File: src/rtl/etapa_salida.sv
// etapa_salida -- output stage of the pipelined divider.
// Captures quotient/remainder/divide-by-zero results leaving the last pipeline
// stage into a small show-ahead FIFO and hands them to the consumer through a
// valid/ready handshake, so a slow consumer does not lose results until the
// FIFO is full.
//
// Ports:
//   clk           rising-edge clock
//   reset         asynchronous, active-low reset
//   goIn          result valid from the last pipeline stage (push request)
//   quotientIn    quotient from the last stage
//   remainderIn   remainder from the last stage
//   divZeroIn     divisor was zero for this result
//   ready         consumer accepts the head entry this cycle
//   doneOut       head entry valid (FIFO not empty)
//   quotientOut   head quotient (0 when empty)
//   remainderOut  head remainder (0 when empty)
//   divZeroOut    head divide-by-zero flag (0 when empty)
//   count         entries currently stored
//   overflow      sticky: a result was dropped because the FIFO was full
//   clearOvf      synchronous clear of overflow (a same-cycle drop wins)
module etapa_salida #(
  parameter int AnchoQ      = 15,
  parameter int AnchoR      = 15,
  parameter int Profundidad = 4
) (
  input  logic                           clk,
  input  logic                           reset,
  input  logic                           goIn,
  input  logic [AnchoQ:0]                quotientIn,
  input  logic [AnchoR:0]                remainderIn,
  input  logic                           divZeroIn,
  input  logic                           ready,
  output logic                           doneOut,
  output logic [AnchoQ:0]                quotientOut,
  output logic [AnchoR:0]                remainderOut,
  output logic                           divZeroOut,
  output logic [$clog2(Profundidad):0]   count,
  output logic                           overflow,
  input  logic                           clearOvf
);

  localparam int AnchoP    = $clog2(Profundidad);
  localparam int AnchoEnt  = AnchoQ + AnchoR + 3;
  localparam logic [AnchoP:0] CuentaLlena = (AnchoP + 1)'(Profundidad);
  localparam logic [AnchoP:0] CuentaCasi  = (AnchoP + 1)'(Profundidad - 1);

  typedef enum logic [1:0] {
    VACIO,
    PARCIAL,
    LLENO
  } ocupacionT;

  ocupacionT estado, estadoSig;

  logic [AnchoEnt-1:0] mem [Profundidad];
  logic [AnchoP-1:0]   wrPtr, rdPtr;
  logic [AnchoP:0]     countSig;
  logic                push, pop, drop;

  // A full FIFO still accepts a push when the head leaves in the same cycle.
  assign pop  = doneOut && ready;
  assign push = goIn && ((estado != LLENO) || pop);
  assign drop = goIn && (estado == LLENO) && !pop;

  always_comb begin
    estadoSig = estado;
    countSig  = count;
    unique case ({push, pop})
      2'b10:   countSig = count + (AnchoP + 1)'(1);
      2'b01:   countSig = count - (AnchoP + 1)'(1);
      default: countSig = count;
    endcase
    unique case (estado)
      VACIO:   if (push) estadoSig = PARCIAL;
      PARCIAL: begin
        if (push && !pop && count == CuentaCasi)
          estadoSig = LLENO;
        else if (pop && !push && count == (AnchoP + 1)'(1))
          estadoSig = VACIO;
      end
      LLENO:   if (pop && !push) estadoSig = PARCIAL;
      default: estadoSig = VACIO;
    endcase
  end

  always_ff @(posedge clk or negedge reset) begin
    if (!reset) begin
      estado   <= VACIO;
      count    <= '0;
      wrPtr    <= '0;
      rdPtr    <= '0;
      overflow <= 1'b0;
    end else begin
      estado <= estadoSig;
      count  <= countSig;
      if (push) wrPtr <= wrPtr + AnchoP'(1);
      if (pop)  rdPtr <= rdPtr + AnchoP'(1);
      if (drop)
        overflow <= 1'b1;
      else if (clearOvf)
        overflow <= 1'b0;
    end
  end

  // Storage needs no reset: nothing is visible until count says so.
  always_ff @(posedge clk) begin
    if (push) mem[wrPtr] <= {quotientIn, remainderIn, divZeroIn};
  end

  // Show-ahead head; outputs depend only on registered state.
  always_comb begin
    doneOut      = (estado != VACIO);
    quotientOut  = '0;
    remainderOut = '0;
    divZeroOut   = 1'b0;
    if (doneOut) {quotientOut, remainderOut, divZeroOut} = mem[rdPtr];
  end

  // Unused-bit guard for CuentaLlena when the FIFO never reaches it elsewhere.
  logic unusedLlena;
  assign unusedLlena = (CuentaLlena == '0);

endmodule

File: config.mk
export PLATFORM = sky130hd
export DESIGN_NAME = etapa_salida
export DESIGN_NICKNAME = d
export VERILOG_FILES = /design/src/rtl/etapa_salida.sv
export SDC_FILE = /design/constraint.sdc
export NUM_CORES = 1
export LEC_CHECK = 0
export ABC_AREA = 0
export ABC_CLOCK_PERIOD_IN_PS = 2400
export CAP_MARGIN = 20
export CORE_MARGIN = 4
export CORE_UTILIZATION = 40
export CTS_CLUSTER_DIAMETER = 50
export CTS_CLUSTER_SIZE = 10
export DETAILED_ROUTE_END_ITERATION = 6
export PLACE_DENSITY_LB_ADDON = 0.2
export REMOVE_ABC_BUFFERS = 1
export SYNTH_ARGS = -nofsm -noshare
export SYNTH_HDL_FRONTEND = slang
export SYNTH_SLANG_ARGS = --single-unit
File: constraint.sdc
create_clock -name clk -period 2.4 [get_ports clk]
set_input_delay 0.36 -clock clk [delete_from_list [all_inputs] [get_ports clk]]
set_output_delay 0.36 -clock clk [all_outputs]
set_load 0.005 [all_outputs]
==> results of run 1 <==
==> sequential cells by signal, summed over array words and instances, names as in the netlist <==
register	count
count	3
rdPtr	2
overflow	1
estado	2
mem	132
wrPtr	2
==> cells in the final DEF (no fill, tap or decap), drive strengths merged, types with 8 or more instances in the layout <==
| master | n |
|---|---|
| clkbuf | 28 |
| and2 | 37 |
| buf | 53 |
| mux4 | 33 |
| ha | 8 |
| dfrtp | 10 |
| edfxtp | 132 |
| inv | 8 |
| clkdlybuf4s50 | 42 |
==> worst max path at each step <==
| stage | cells after the start | start | slack, ps | to |
|---|---|---|---|---|
| CTS | 4 | rdPtr[0] | -170 | remainderOut[4] |
| global placement | 4 | rdPtr[0] | 240 | divZeroOut |
| finish | 7 | rdPtr[0] | -1 | remainderOut[15] |
| detailed placement | 4 | rdPtr[0] | 230 | quotientOut[15] |
| floorplan | 2 | rdPtr[0] | -210 | divZeroOut |
| global route | 7 | rdPtr[0] | -70 | remainderOut[15] |
==> layout make-up <==
type,count,area [um2]
Clock buffer,18,429
Clock inverter,14,193
Inverter,7,26.3
Timing Repair Buffer,117,1170
Tap cell,180,225
Multi-Input combinational cell,117,1370
Sequential cell,142,4220
Fill cell,1089,6300
==> power by group <==
| part | internal, W | switching, W |
|---|---|---|
| clock | 0.00174 | 0.000959 |
| combinational | 0.00216 | 0.00134 |
| sequential | 0.00324 | 0.000162 |
| total | 0.00713 | 0.00246 |
==> critical path, delay by kind of cell (launching register included) <==
family                 cells  cell delay [ps]
flip-flops                 1              460
AND/OR/NAND/NOR            1              160
multiplexers               1              410
buffers and inverters      5              600
==> kinds of logic after synthesis <==
family | after synthesis
fa+ha+maj | 9
xor+xnor | 4
buf+inv | 21
mux | 34
compound gates | 17
flops | 142
simple gates | 53
==> layer usage <==
layer	vias to the layer above	track usage	wire length, um
met2	72	0.213	5300
li1	1355	-	-
met1	1484	0.197	4760
met4	2	0.0492	144
met3	15	0.0518	619
met5	-	0	11
==> stage by stage <==
stage	cells	total power, W	TNS (ps)
6_report	595	0.00959	-1.05
5_1_grt	595	0.0101	-171
4_1_cts	591	0.00966	-1950
3_5_place_dp	540	0.00659	0
3_3_place_gp	540	0.00656	0
2_1_floorplan	266	0.00495	-5710
==> what timing repair did <==
item                       CTS  global route
resized for setup           91            48
hold buffers                 0             0
pin swaps                    3             2
cloned                       3             0
buffers inserted            16             8
hold endpoints to repair     0             0
setup endpoints to repair   33            31
==> results by group, run 1 <==
Status
  • Status: finished with violations
  • Failing checks: negative setup slack

Floorplanning
  • Effective utilization at floorplan: 0.408
  • Horiz. Die Dim: 127 um
  • Die footprint: 16200 um2
  • Core area: 13900 um2
  • Die Y: 127 um
  • Top Ports: 76
  • Row cnt: 43

Global route
  • Global-route wire length before repair: 17100 um
  • Total grt overflow: 0
  • Initial antenna violation count: 1
  • Largest net degree at the start of global routing: 24
  • Gr usage total: 0.143
  • Number of global-route vias before repair: 3039

Cells and area
  • Layout area overhead: 34.2%
  • Design Area, Final: 7640 um2
  • Layout Utilization: 0.548
  • Fin nets: 448
  • ANT cells: 0
  • Share of cells above drive strength 1: 0.361

Route
  • Post-Route WL: 10800 um
  • Detailed Route Iter0 Violations: 226
  • Via density: 4.92
  • DRC Markers: 0
  • DRT antenna net count: 0
  • Vias: 2928
  • Routed len/inst: 18.2 um
  • First-pass detailed-route iteration total: 4

Clock tree
  • CTS HTree Levels: 4
  • CTS Buffer Depth: 2
  • Clock Sinks: 142
  • CTS buffer count: 17
  • Clock transition at path regs: 60 ps
  • Skew-Pair Late Insertion Delay: 410 ps
  • Clock root buffer master: clkbuf_16
  • TritonCTS clock tree: built

Pwr
  • Leakage: 2.78 nW
  • Peak supply drop: 0.000512 V
  • PwrDens: 1260 nW/um2

Critical path
  • Slowest-stage cell, CP: dfrtp_2
  • Setup Crit Path Kind: flop to output pin
  • Crit path required time: 2040 ps
  • CP Max Fanout: 5
  • Reg2reg start: estado[0]
  • Crit-path cells: buf_6, buf_12, buf_4, buf_6, mux4_2, and2_4, clkbuf_2
  • R2R setup slack: 590 ps
  • R2r endpoint: mem[0][14]
  • Critical Path Source Type: flop
  • Highest cell delay on the worst timing path: 460 ps
  • Crit path DAT: 2040 ps
  • Most used cell, CP: buf_6
  • FF-to-FF path depth: 4
  • Element type at the critical path end: output pin

Logic synthesis
  • Post-synthesis simple-gate area fraction: 0.0552
  • Top cells by area, synth: edfxtp_1 70%, mux4_2 11%, dfrtp_1 4.4%
  • Async SR Flop Fraction: 0.0704
  • Post-synthesis compound-gate area fraction: 0.0185
  • Syn. warnings: 0
  • Share of the synthesized area in the top cell type: 0.696
  • Leading area contributor after synthesis: edfxtp_1
  • Largest family of logic cells by synthesized area: multiplexers
  • Cell area after synthesis: 5690 um2
  • Synth Register Bits: 142
  • Post-synthesis adder-cell area fraction: 0.0193
  • Synth Area in XOR/XNOR: 0.00616
  • Library cells used by synthesis: 30
  • Commonest cells post-synth: 132 x edfxtp_1, 37 x and2_1, 28 x mux4_2
  • Post-synth EDFFs: 132
  • Seq/Total Area, Yosys: 0.740
  • Syn_area_per_cell: 20.3 um2
  • Mapped Cells: 280
  • Mux cell area share after synthesis: 0.136
  • Most common cell in the netlist: edfxtp_1
  • Main synth FF type: edfxtp_1

Placement
  • IO buf count: 75
  • Dpl cell area: 6790 um2
  • Final HPWL from detailed placement: 6570 um
  • Gpl congestion: 0.731
  • Post-Place Setup Slack: 231 ps

STA
  • Shortest period the worst path allows: 2400 ps
  • Final hold violation count: 0
  • RSZ-0062 raised after global routing: yes
  • Worst Skew: 6.33 ps
  • WHS: 281 ps
  • Worst Tran Pin Value: 489 ps
  • Pins over their slew limit: 0
  • Final worst slack: -1.05 ps
  • Final Cycle Share: 1.00
  • Slew margin rel.: 0.673
  • # setup viols final: 1
  • Fmax: 0.416 GHz

Min path
  • HP Class: input pin to asynchronous set/reset pin

Run
  • Max-cap violations: 0
Note: power is estimated with default switching activity, not from simulation.
==> run 2: changes to the inputs <==
CTS_CLUSTER_SIZE = default   (was 10)
==> results of run 2 <==
The final DEF is identical to that of run 1; final timing and power are the same.
